--- config.mk ---
export PLATFORM = sky130hd
export DESIGN_NAME = step_sequencer_core
export DESIGN_NICKNAME = d
export VERILOG_FILES = /design/src/rtl/step_sequencer_core.sv
export SDC_FILE = /design/constraint.sdc
export NUM_CORES = 1
export LEC_CHECK = 0
export ABC_CLOCK_PERIOD_IN_PS = 4200
export CORE_MARGIN = 5
export CORE_UTILIZATION = 50
export CTS_CLUSTER_DIAMETER = 100
export DETAILED_ROUTE_END_ITERATION = 12
export GPL_TIMING_DRIVEN = 0
export PLACE_DENSITY = 0.76
export SKIP_CTS_REPAIR_TIMING = 1
export SYNTH_ARGS = -nofsm -noshare
export SYNTH_HDL_FRONTEND = slang
export SYNTH_SLANG_ARGS = --single-unit
--- constraint.sdc ---
create_clock -name Clock -period 4.2 [get_ports Clock]
set_input_delay 0.84 -clock Clock [delete_from_list [all_inputs] [get_ports Clock]]
set_output_delay 0.84 -clock Clock [all_outputs]
set_load 0.03 [all_outputs]
--- src/rtl/step_sequencer_core.sv ---
// ---------------------------------------------------------------------------
// step_sequencer_core
//
// Playback engine for the piano step sequencer. Holds a NUM_STEPS x
// NUM_VOICES pattern memory and walks through it at a runtime-programmable
// step period. The active length, loop count, pause and stop are all
// programmable. Voices drives the tone select of the audio generator, and
// Play gates the DAC path.
//
// Ports
//   Clock      system clock (50 MHz)
//   nReset     synchronous active-low reset; the pattern memory is kept
//   nStart     active-low start request, acts on its falling edge
//   Stop       abort playback, return to idle without a Done pulse
//   Pause      level; freezes tick, step index and voices while high
//   Period     clocks per step (values below 2 act as 2); latched per step
//   Loops      loops to play, 0 = play until Stop
//   Length     active steps per loop (0 or > NUM_STEPS act as NUM_STEPS)
//   WrEn/WrAddr/WrData  synchronous pattern write port, usable in any state
//   Play       high in PLAY and PAUSE
//   Step       one-cycle pulse at every step boundary, including step 0
//   StepIdx    current step index
//   Voices     tone mask of the current step; 0 when not playing
//   LoopCount  completed loops, saturating
//   Done       one-cycle pulse when the programmed loops are exhausted
// ---------------------------------------------------------------------------
module step_sequencer_core #(
    parameter int NUM_STEPS  = 16,
    parameter int NUM_VOICES = 12,
    parameter int TICK_W     = 32,
    parameter int LOOP_W     = 8,
    parameter int STEP_W     = $clog2(NUM_STEPS),
    parameter int LEN_W      = $clog2(NUM_STEPS + 1)
) (
    input  logic                  Clock,
    input  logic                  nReset,
    input  logic                  nStart,
    input  logic                  Stop,
    input  logic                  Pause,
    input  logic [TICK_W-1:0]     Period,
    input  logic [LOOP_W-1:0]     Loops,
    input  logic [LEN_W-1:0]      Length,
    input  logic                  WrEn,
    input  logic [STEP_W-1:0]     WrAddr,
    input  logic [NUM_VOICES-1:0] WrData,
    output logic                  Play,
    output logic                  Step,
    output logic [STEP_W-1:0]     StepIdx,
    output logic [NUM_VOICES-1:0] Voices,
    output logic [LOOP_W-1:0]     LoopCount,
    output logic                  Done
);

    typedef enum logic [1:0] {
        ST_IDLE  = 2'd0,
        ST_PLAY  = 2'd1,
        ST_PAUSE = 2'd2
    } state_t;

    // Period and length as latched at start / step boundaries.
    typedef struct packed {
        logic [TICK_W-1:0] period;
        logic [LEN_W-1:0]  len;
    } cfg_t;

    // ------------------------------------------------------------------
    // Pattern memory. Not reset. A write and a load of the same address
    // in one cycle return the old word because both happen on the same
    // edge and the load samples the array before the write lands.
    // ------------------------------------------------------------------
    logic [NUM_VOICES-1:0] pattern_mem [NUM_STEPS];

    always_ff @(posedge Clock) begin
        if (WrEn)
            pattern_mem[WrAddr] <= WrData;
    end

    // ------------------------------------------------------------------
    // State and datapath registers
    // ------------------------------------------------------------------
    state_t                state_q,  state_n;
    logic [TICK_W-1:0]     tick_q,   tick_n;
    logic [STEP_W-1:0]     idx_q,    idx_n;
    logic [NUM_VOICES-1:0] voices_q, voices_n;
    logic [LOOP_W-1:0]     loop_q,   loop_n;
    logic                  step_q,   step_n;
    logic                  done_q,   done_n;
    cfg_t                  cfg_q,    cfg_n;
    logic                  nstart_q;

    // ------------------------------------------------------------------
    // Input conditioning and per-cycle decisions
    // ------------------------------------------------------------------
    logic [TICK_W-1:0] period_clamped;
    logic [LEN_W-1:0]  len_clamped;
    logic              start_req;
    logic              step_end;
    logic              last_step;
    logic [LOOP_W:0]   loop_inc;
    logic [LOOP_W-1:0] loop_sat;
    logic              loops_done;

    assign period_clamped = (Period < TICK_W'(2)) ? TICK_W'(2) : Period;
    assign len_clamped    = (Length == '0 || Length > LEN_W'(NUM_STEPS))
                          ? LEN_W'(NUM_STEPS) : Length;

    // Falling edge of nStart; a held-low nStart fires only once.
    assign start_req  = nstart_q & ~nStart;

    assign step_end   = (tick_q == cfg_q.period - TICK_W'(1));
    assign last_step  = !(LEN_W'(idx_q) < cfg_q.len - LEN_W'(1));

    // One extra bit so the Loops compare sees the true count even when the
    // visible counter has saturated.
    assign loop_inc   = {1'b0, loop_q} + (LOOP_W + 1)'(1);
    assign loop_sat   = loop_inc[LOOP_W] ? {LOOP_W{1'b1}} : loop_inc[LOOP_W-1:0];
    assign loops_done = (Loops != '0) && (loop_inc >= {1'b0, Loops});

    // ------------------------------------------------------------------
    // Next-state / output logic. Priority: Stop > start > Pause > tick.
    // ------------------------------------------------------------------
    always_comb begin
        state_n  = state_q;
        tick_n   = tick_q;
        idx_n    = idx_q;
        voices_n = voices_q;
        loop_n   = loop_q;
        step_n   = 1'b0;
        done_n   = 1'b0;
        cfg_n    = cfg_q;

        if (Stop) begin
            // In IDLE this is a no-op: these registers are already clear.
            state_n  = ST_IDLE;
            tick_n   = '0;
            idx_n    = '0;
            voices_n = '0;
        end else if (start_req) begin
            // Start from any state, including a restart mid-play.
            state_n  = ST_PLAY;
            tick_n   = '0;
            idx_n    = '0;
            voices_n = pattern_mem[0];
            loop_n   = '0;
            step_n   = 1'b1;
            cfg_n    = '{period: period_clamped, len: len_clamped};
        end else if (state_q != ST_IDLE) begin
            if (Pause) begin
                // Frozen: tick, index and voices hold.
                state_n = ST_PAUSE;
            end else begin
                // The cycle Pause drops already counts, so a pause of N
                // cycles delays the next boundary by exactly N cycles.
                state_n = ST_PLAY;
                if (!step_end) begin
                    tick_n = tick_q + TICK_W'(1);
                end else begin
                    tick_n       = '0;
                    // A new Period takes effect from the step that begins here.
                    cfg_n.period = period_clamped;
                    if (!last_step) begin
                        idx_n    = idx_q + STEP_W'(1);
                        voices_n = pattern_mem[idx_q + STEP_W'(1)];
                        step_n   = 1'b1;
                    end else begin
                        loop_n = loop_sat;
                        if (loops_done) begin
                            state_n  = ST_IDLE;
                            idx_n    = '0;
                            voices_n = '0;
                            done_n   = 1'b1;
                        end else begin
                            idx_n     = '0;
                            voices_n  = pattern_mem[0];
                            step_n    = 1'b1;
                            cfg_n.len = len_clamped;
                        end
                    end
                end
            end
        end
    end

    // ------------------------------------------------------------------
    // Registers with synchronous active-low reset
    // ------------------------------------------------------------------
    always_ff @(posedge Clock) begin
        if (!nReset) begin
            state_q  <= ST_IDLE;
            tick_q   <= '0;
            idx_q    <= '0;
            voices_q <= '0;
            loop_q   <= '0;
            step_q   <= 1'b0;
            done_q   <= 1'b0;
            cfg_q    <= '{period: TICK_W'(2), len: LEN_W'(NUM_STEPS)};
            nstart_q <= 1'b1;
        end else begin
            state_q  <= state_n;
            tick_q   <= tick_n;
            idx_q    <= idx_n;
            voices_q <= voices_n;
            loop_q   <= loop_n;
            step_q   <= step_n;
            done_q   <= done_n;
            cfg_q    <= cfg_n;
            nstart_q <= nStart;
        end
    end

    assign Play      = (state_q != ST_IDLE);
    assign Step      = step_q;
    assign StepIdx   = idx_q;
    assign Voices    = voices_q;
    assign LoopCount = loop_q;
    assign Done      = done_q;

endmodule

Word level (Yosys, flattened, before mapping)
Memories as Yosys holds them, arrays and structs flattened. Cells that the tools add are included.

Register bits: 98. Bits in latches: 0. Memory bits (writable): 192. Memory bits (read-only): 0. Input bits: 67. Memories kept: 1.

Add/subtract/negate cells: 5. Multiply operators: 0. Divide/modulo/power cells: 0. $lt $le $gt $ge: 4. Equal/unequal tests: 4. Shifts and indexed selects: 0. Mux-type cells: 37. Bitwise logic cells: 7. Reductions and logical operators: 16.

Memory list: pattern_mem (depth 16, bits a word 12, rd ports 2, clocked after Yosys merged registers in 0, write ports 1, RTL line 71) `logic [NUM_VOICES-1:0] pattern_mem [NUM_STEPS];`.

Operators by type and width (number): two-way mux 37 bit (4); two-way mux 12 bit (6); two-way mux 32 bit (2); two-way mux 8 bit (6); adder 32 x 1 -> 32 bit (second input constant) (1); equality test 32 bit (1); < comparator 32 x 2 -> 1 bit (second input constant) (1); subtractor 32 x 1 -> 32 bit (second input constant) (1); two-way mux 5 bit (3); two-way mux 1 bit (14); adder 8 x 1 -> 9 bit (second input constant) (1); greater-or-equal comparator 9 x 8 -> 1 bit (1); nonzero test 8 bit (1); OR reduction 7 bit (1); inverter 1 bit (6); AND reduction 3 bit (2); AND reduction 6 bit (1); nonzero test 2 bit (3); greater-than comparator 5 bit (second input constant) (1); logical NOT 5 bit (1); < comparator 4 x 5 -> 1 bit (1); AND reduction 5 bit (1); subtractor 5 x 1 -> 5 bit (second input constant) (1); adder 4 x 1 -> 4 bit (second input constant) (1); 11 further kinds (12).

Longest topological paths before layout
Gate-level depths: netlist (run 1).

Word-level depth: 9. Depth in mapped cells: 13. Gate-level depth less buffers: 12.

Worst setup path after synthesis (run 1)
No wires, ideal clock.

Kind: register to register. Start point: register cfg_q[5] in the netlist's numbering. End point: register cfg_q[4] in the netlist's numbering. Library setup time: 123 ps. Data arrival time: 3320 ps. Path slack: 757 ps. Cell stages (with the launch flop): 14. Period minus slack after synthesis: 3443 ps. Path through: dfxtp_1 > inv_1 > ha_1 > or4b_1 > buf_2 > or3_4 > or3_1 > a21boi_1 > nand4_1 > nor4_4 > a31oi_2 > nor2b_1 > buf_4 > mux2_1.

Word-level cells in the longest chain between the ends: 4.

RTL lines: start: declaration (RTL line 88) `cfg_t cfg_q, cfg_n;`; start signal: assignment (RTL line 196) `cfg_q <= '{period: TICK_W'(2), len: LEN_W'(NUM_STEPS)};`; start signal: assignment (RTL line 206) `cfg_q <= cfg_n;`; subtractor 32 x 1 -> 32 bit (RTL line 110) `assign step_end = (tick_q == cfg_q.period - TICK_W'(1));`; equality test 32 bit (RTL line 110); nonzero test 2 bit (no source line); AND reduction 6 bit (no source line).

No other way between the ends. A chain may end at the register's enable or synchronous reset.

Worst setup path after layout (run 1)
Start point: register cfg_q[5] in the netlist's numbering. End point: register step_q (netlist: Step).

Word-level cells in the longest chain between the ends: 6.

RTL lines: subtractor 32 x 1 -> 32 bit (RTL line 110); equality test 32 bit (RTL line 110); two-way mux 1 bit (RTL line 155) `if (!step_end) begin`; two-way mux 1 bit (RTL line 148) `if (Pause) begin`; two-way mux 1 bit (RTL line 147) `end else if (state_q != ST_IDLE) begin`; two-way mux 1 bit (RTL line 138) `end else if (start_req) begin`; end signal: assignment (RTL line 204) `step_q <= step_n;`; end: declaration (RTL line 86) `logic step_q, step_n;`.

No other way between the ends.

==> out/metrics.cfg, run 1 <==
[worst_setup_path]
cp.arrival_ps = 4530
cp-start-kind = flop
r2r_start = cfg_q[5]
cp.required_ps = 4660
crit_type = reg -> reg
crit_fanout = 10
ff2ff_path_depth = 13
cp-end-kind = flop
timing.rr.end = Step
r2r_slack_ps = 130

[clock_network]
cts_tree = done
clock_latency_ps = 580
clock_sinks = 290
htreeDepth = 1
cts_made_buffers = 30
clk_path_buf_depth = 3
clkTransAtPathRegs_ps = 60
cts_root_buffer = clkbuf_16

[routing]
drt-wirelength-per-cell_microns = 21.29
route.detailed.drc = 0
drt_wl_total_microns = 32810
drtPass1Iterations = 5
ant_nets = 0
dr.first_iter.drc_count = 863
viasPerCell = 6.012
num_vias = 9265

[placed_design]
dp_hpwl_microns = 22920
gp_congestion = 0.8865
portBuffers = 93

[floorplan]
fp.dieArea_sq_mm = 0.02992
coreArea_sq_mm = 0.02613
die_y_microns = 173.0
ios = 94
die-width_microns = 173.0
row_count = 59
start_util_pct = 50.81

[global_route]
antenna_found_initial = 0
grt_util_all_layers_pct = 21.42
grt_pass1_vias = 8914
grt-ovfl-total = 0
grt_max_degree = 18
grt_pass1_wl_microns = 51110

[layout]
final_common_cell = edfxtp_1
diodes = 0
seqCellArea_sq_mm = 0.007727
fin_nets = 1266
syn2layout_area_growth_pct = 18.37
final_cell_mix = 192 x edfxtp_1, 98 x dfxtp_1, 93 x clkdlybuf4s50_1, 92 x nand2_1, 90 x nor2_1
final_util_pct = 60.15
fillCellCount = 2028
drive_gt1_share_pct = 11.03
multiInputGateArea_sq_mm = 0.005325

[synthesis]
ys_ff_latch = 290
ys.warnings.count = 0
yosysTopAreaCellShare_pct = 43.42
syn_area_sq_mm = 0.01328
syn_avg_cell_area_sq_um = 12.62
synth.largest_area_cell = edfxtp_1
ys.flop_type = edfxtp_1
yosysSeqAreaShare_pct = 58.19
ys_types = 75
synth_enable_flop_cells = 192
synth_cells = 1052
synth_area_leaders = edfxtp_1 43%, dfxtp_1 15%, mux4_2 8.1%
async_reset_ff_share_pct = 0
syn_nets = 1136

[power]
p_sw_share_pct = 22.21
power_mw = 6.167
irDropWorstVdd_mv = 0.3965
p_clk_share_pct = 42.3
power_frac_comb_pct = 6.9
seq_power_share_pct = 50.8
p_sw_mw = 1.370
p_per_area_mw_per_mm2 = 392.4
p_leak_nw = 5.278
p_int_mw = 4.798

[sta]
fin_crit_ps = 4072
finalHoldViolCount = 0
tightest_slew_ps = 1275
fin_crit_sh_pct = 96.95
skew_ps = 42.92
max_slew_margin_pct = 14.22
max_clock_freq_mhz = 245.6
slew_viol_final = 0
setup_viol = 0

[worst_hold_path]
hold_end = Voices[3]
holdCritPathClass = reg -> reg
hold-path-cell-count = 1
hold_path_startpoint = Voices[3]

[flow_run]
cap_violations = 0

[run_status]
status = finished clean

[metrics by stage]
| stage | hold slack (ps) | setup slack [ps] | area [sq um] | setup TNS, ps | instances |
|---|---|---|---|---|---|
| after floorplan | 447.9 | 756.9 | 13280 | 0 | 1052 |
| after global placement | 448.2 | -160.1 | 14630 | -1294 | 1480 |
| after detailed placement | 450.8 | -116.7 | 14680 | -712.3 | 1483 |
| after CTS | 472.8 | -193.4 | 15680 | -1458 | 1539 |
| after global routing | 498.5 | -63.43 | 15720 | -123.0 | 1541 |
| final | 473.1 | 128.1 | 15720 | 0 | 1541 |
[synth_stat cells, types with 29 or more instances]
| master | n |
|---|---|
| clkbuf_1 | 31 |
| nand3_1 | 47 |
| mux2i_1 | 29 |
| nand2_1 | 92 |
| xor2_1 | 43 |
| edfxtp_1 | 192 |
| nor2b_1 | 29 |
| mux4_2 | 48 |
| nor2_1 | 90 |
| dfxtp_1 | 98 |
| xnor2_1 | 39 |
[final cells by class]
class	instances	share of cell area, %
Buffer	47	1.266
Clock buffer	43	5.596
Clock inverter	13	0.7482
Inverter	20	0.4776
Multi-Input combinational cell	695	33.88
Sequential cell	290	49.16
Tap cell	335	2.667
Timing Repair Buffer	98	6.209
[worst max path at each step]
stage,from,slack (ps),depth (start not counted),end
2_1_floorplan,cfg_q[5],760,13,cfg_q[4]
3_3_place_gp,cfg_q[14],-160,10,Step
3_5_place_dp,cfg_q[14],-120,10,Voices[5]
4_1_cts,cfg_q[14],-190,10,Step
5_1_grt,cfg_q[5],-60,13,Step
6_report,cfg_q[5],130,13,Step
[logic make-up after synthesis]
family,synth area share [%]
AOI/OAI and AO/OA,6.709
xor gates and xnor gates,5.408
adders and majority gates,1.602
buffers and inverters,2.054
DFF,58.19
muxes,10.50
and+or+nand+nor,15.54
[power groups by stage]
stage | Sequential, mW | Clock [mW] | Combinational, mW
CTS | 3.13 | 2.63 | 0.420
floorplan | 3.19 | 0 | 0.230
global placement | 3.19 | 0 | 0.407
global route | 3.14 | 2.77 | 0.464
detailed placement | 3.19 | 0 | 0.416
finish | 3.13 | 2.61 | 0.426
[critical path, cell delays in order, from the launching register on]
cell       delay (ps)
dfxtp_1           360
inv_1             120
ha_1              330
or4b_1            470
buf_2             170
or3_4             370
a2111oi_0         420
o22ai_1           180
nor2_1            180
nand3_1           140
nor4_4            370
o21ai_0           330
clkbuf_2          330
nor2_1            220
[flip-flops by register name, indices dropped and copies added, names as in the netlist]
register	cells
Done	1
StepIdx	4
nstart_q	1
state_q	2
pattern_mem	192
tick_q	32
LoopCount	8
Step	1
cfg_q	37
Voices	12
[layer usage]
metal | vias up | global-route usage (%) | wire length [microns]
met1 | 4533 | 31.59 | 14390
met3 | 54 | 3.428 | 2717
met5 | - | 0 | 0
met4 | 0 | 5.454 | 815
met2 | 416 | 33.52 | 14890
li1 | 4262 | - | -
Note: power is estimated with default switching activity, not from simulation.
==> run 2, diff against run 1 <==
- SETUP_SLACK_MARGIN: default -> 0.5
==> out/metrics.cfg, run 2 (synthesis results as in run 1) <==
[power]
irDropWorstVdd_mv = 0.3968  ; was 0.3965 mV
power_frac_comb_pct = 7.2  ; was 6.9%
p_leak_nw = 5.317  ; was 5.278 nW
p_per_area_mw_per_mm2 = 389.3  ; was 392.4 mW/mm^2
power_mw = 6.177  ; was 6.167 mW
p_sw_share_pct = 22.20  ; was 22.21%
seq_power_share_pct = 50.7  ; was 50.8%
p_int_mw = 4.806  ; was 4.798 mW
p_sw_mw = 1.371  ; was 1.370 mW
p_clk_share_pct = 42.1  ; was 42.3%

[sta]
skew_ps = 41.26  ; was 42.92 ps
rsz0062_at_grt = false
setup_viol = 0  ; unchanged
max_slew_margin_pct = 13.09  ; was 14.22%
fin_crit_ps = 3515  ; was 4072 ps
finalHoldViolCount = 0  ; unchanged
max_clock_freq_mhz = 284.5  ; was 245.6 MHz
slew_viol_final = 0  ; unchanged
fin_crit_sh_pct = 83.68  ; was 96.95%
tightest_slew_ps = 1292  ; was 1275 ps

[floorplan]
start_util_pct = 50.81  ; unchanged
die-width_microns = 173.0  ; unchanged
coreArea_sq_mm = 0.02613  ; unchanged
ios = 94  ; unchanged
row_count = 59  ; unchanged
die_y_microns = 173.0  ; unchanged
fp.dieArea_sq_mm = 0.02992  ; unchanged

[worst_setup_path]
critPathTopFamily = simple AND/OR/NAND/NOR gates  ; unchanged
crit_path_end = cfg_q[4]  ; was Step
cpMostUsedCell = buf_4  ; was nor2_1
crit_fanout = 7  ; was 10
timing.rr.end = cfg_q[4]  ; was Step
cp.arrival_ps = 3940  ; was 4530 ps
cp_num_buf_inv = 4  ; was 3
path_cells = inv_2 -> ha_4 -> or4b_1 -> buf_2 -> or3_4 -> or3_1 -> a21boi_1 -> nand4_1 -> nor4_4 -> buf_4 -> a31oi_4 -> nor2b_1 -> buf_4 -> mux2_1  ; was inv_1 -> ha_1 -> or4b_1 -> buf_2 -> or3_4 -> a2111oi_0 -> o22ai_1 -> nor2_1 -> nand3_1 -> nor4_4 -> o21ai_0 -> clkbuf_2 -> nor2_1
r2r_slack_ps = 690  ; was 130 ps
ff2ff_path_depth = 14  ; was 13
cp.depth = 14  ; was 13
r2r_start = cfg_q[5]  ; unchanged
critical_path.max_stage_delay_ps = 420  ; was 470 ps
cp-end-kind = flop  ; unchanged
cp-start-kind = flop  ; unchanged
critical_path.startpoint = cfg_q[5]  ; unchanged
critical-path-slowest-cell = or4b_1  ; unchanged
crit_type = reg -> reg  ; unchanged
cp.required_ps = 4630  ; was 4660 ps

[layout]
final_util_pct = 60.72  ; was 60.15%
fin_nets = 1269  ; was 1266
reg.largest.list = pattern_mem x192, cfg_q x37, tick_q x32  ; unchanged
fillCellCount = 2008  ; was 2028
diodes = 0  ; unchanged
multiInputGateArea_sq_mm = 0.005440  ; was 0.005325 sq mm
final_cell_mix = 192 x edfxtp_1, 98 x dfxtp_1, 93 x clkdlybuf4s50_1, 92 x nand2_1, 89 x nor2_1  ; was 192 x edfxtp_1, 98 x dfxtp_1, 93 x clkdlybuf4s50_1, 92 x nand2_1, 90 x nor2_1
syn2layout_area_growth_pct = 19.49  ; was 18.37%
top_register = pattern_mem  ; unchanged
fin_area_sq_mm = 0.01587  ; was 0.01572 sq mm
largest_reg_flops = 192  ; unchanged
drive_gt1_share_pct = 12.49  ; was 11.03%
final_common_cell = edfxtp_1  ; unchanged
seqCellArea_sq_mm = 0.007727  ; unchanged

[placed_design]
dpl-instance-area_sq_mm = 0.01468  ; unchanged
gp_congestion = 0.8865  ; unchanged
dp_hpwl_microns = 22920  ; unchanged
portBuffers = 93  ; unchanged

[global_route]
grt_util_all_layers_pct = 21.42  ; unchanged
grt-ovfl-total = 0  ; unchanged
grt_pass1_wl_microns = 51110  ; unchanged
grt_max_degree = 18  ; unchanged
antenna_found_initial = 0  ; unchanged
grt_pass1_vias = 8914  ; unchanged

[run_status]
status = finished clean  ; unchanged

[routing]
dr.first_iter.drc_count = 782  ; was 863
ant_nets = 0  ; unchanged
route.detailed.drc = 0  ; unchanged
drt_wl_total_microns = 32980  ; was 32810 microns
drt-wirelength-per-cell_microns = 21.36  ; was 21.29 microns
drtPass1Iterations = 5  ; unchanged
viasPerCell = 6.006  ; was 6.012
num_vias = 9273  ; was 9265

[clock_network]
clock_latency_ps = 580  ; about the same
clk_path_buf_depth = 3  ; unchanged
clkTransAtPathRegs_ps = 60  ; about the same
clock_sinks = 290  ; unchanged
cts_made_buffers = 30  ; unchanged
cts_root_buffer = clkbuf_16  ; unchanged
htreeDepth = 1  ; unchanged
cts_tree = done  ; unchanged

[worst_hold_path]
holdCritPathClass = reg -> reg  ; unchanged

[flow_run]
cap_violations = 0  ; unchanged

-- run 2: worst min-delay path by stage --
| stage | startpoint | to | slack [ps] | cells after the start |
|---|---|---|---|---|
| global route | Voices[9] | Voices[9] | 500 | 1 |
| detailed placement | Voices[2] | Voices[2] | 450 | 1 |
| floorplan | cfg_q[1] | cfg_q[1] | 450 | 2 |
| global placement | Voices[4] | Voices[4] | 450 | 1 |
| CTS | Voices[9] | Voices[9] | 470 | 1 |
| finish | Voices[3] | Voices[3] | 470 | 1 |
-- run 2: routing by layer --
layer	wire length [microns]	global-route usage, %	up-vias
met5	0	0	-
li1	-	-	4276
met3	2800	3.428	54
met1	14400	31.59	4513
met4	792	5.454	0
met2	14990	33.52	430
-- run 2: power groups by stage --
stage                     combinational (mW)  clock [mW]  sequential, mW
final                                  0.443        2.60            3.13
after global routing                   0.480        2.77            3.14
after CTS                              0.420        2.63            3.13
after detailed placement               0.416           0            3.19
after global placement                 0.407           0            3.19
after floorplan                        0.230           0            3.19
-- run 2: stage by stage --
| step | instances | hold slack (ps) | setup WS [ps] | TNS, ps |
|---|---|---|---|---|
| floorplan | 1052 | 447.9 | 756.9 | 0 |
| global placement | 1480 | 448.2 | -160.1 | -1294 |
| detailed placement | 1483 | 450.8 | -116.7 | -712.3 |
| CTS | 1539 | 472.8 | -193.4 | -1458 |
| global route | 1544 | 498.5 | 488.3 | 0 |
| finish | 1544 | 472.9 | 685.3 | 0 |
-- run 2: area by class of cell --
type	instances	share of cell area (%)
Multi-Input combinational cell	695	34.29
Sequential cell	290	48.70
Tap cell	335	2.642
Timing Repair Buffer	101	6.293
Clock buffer	43	5.544
Clock inverter	13	0.7413
Buffer	47	1.317
Inverter	20	0.4731
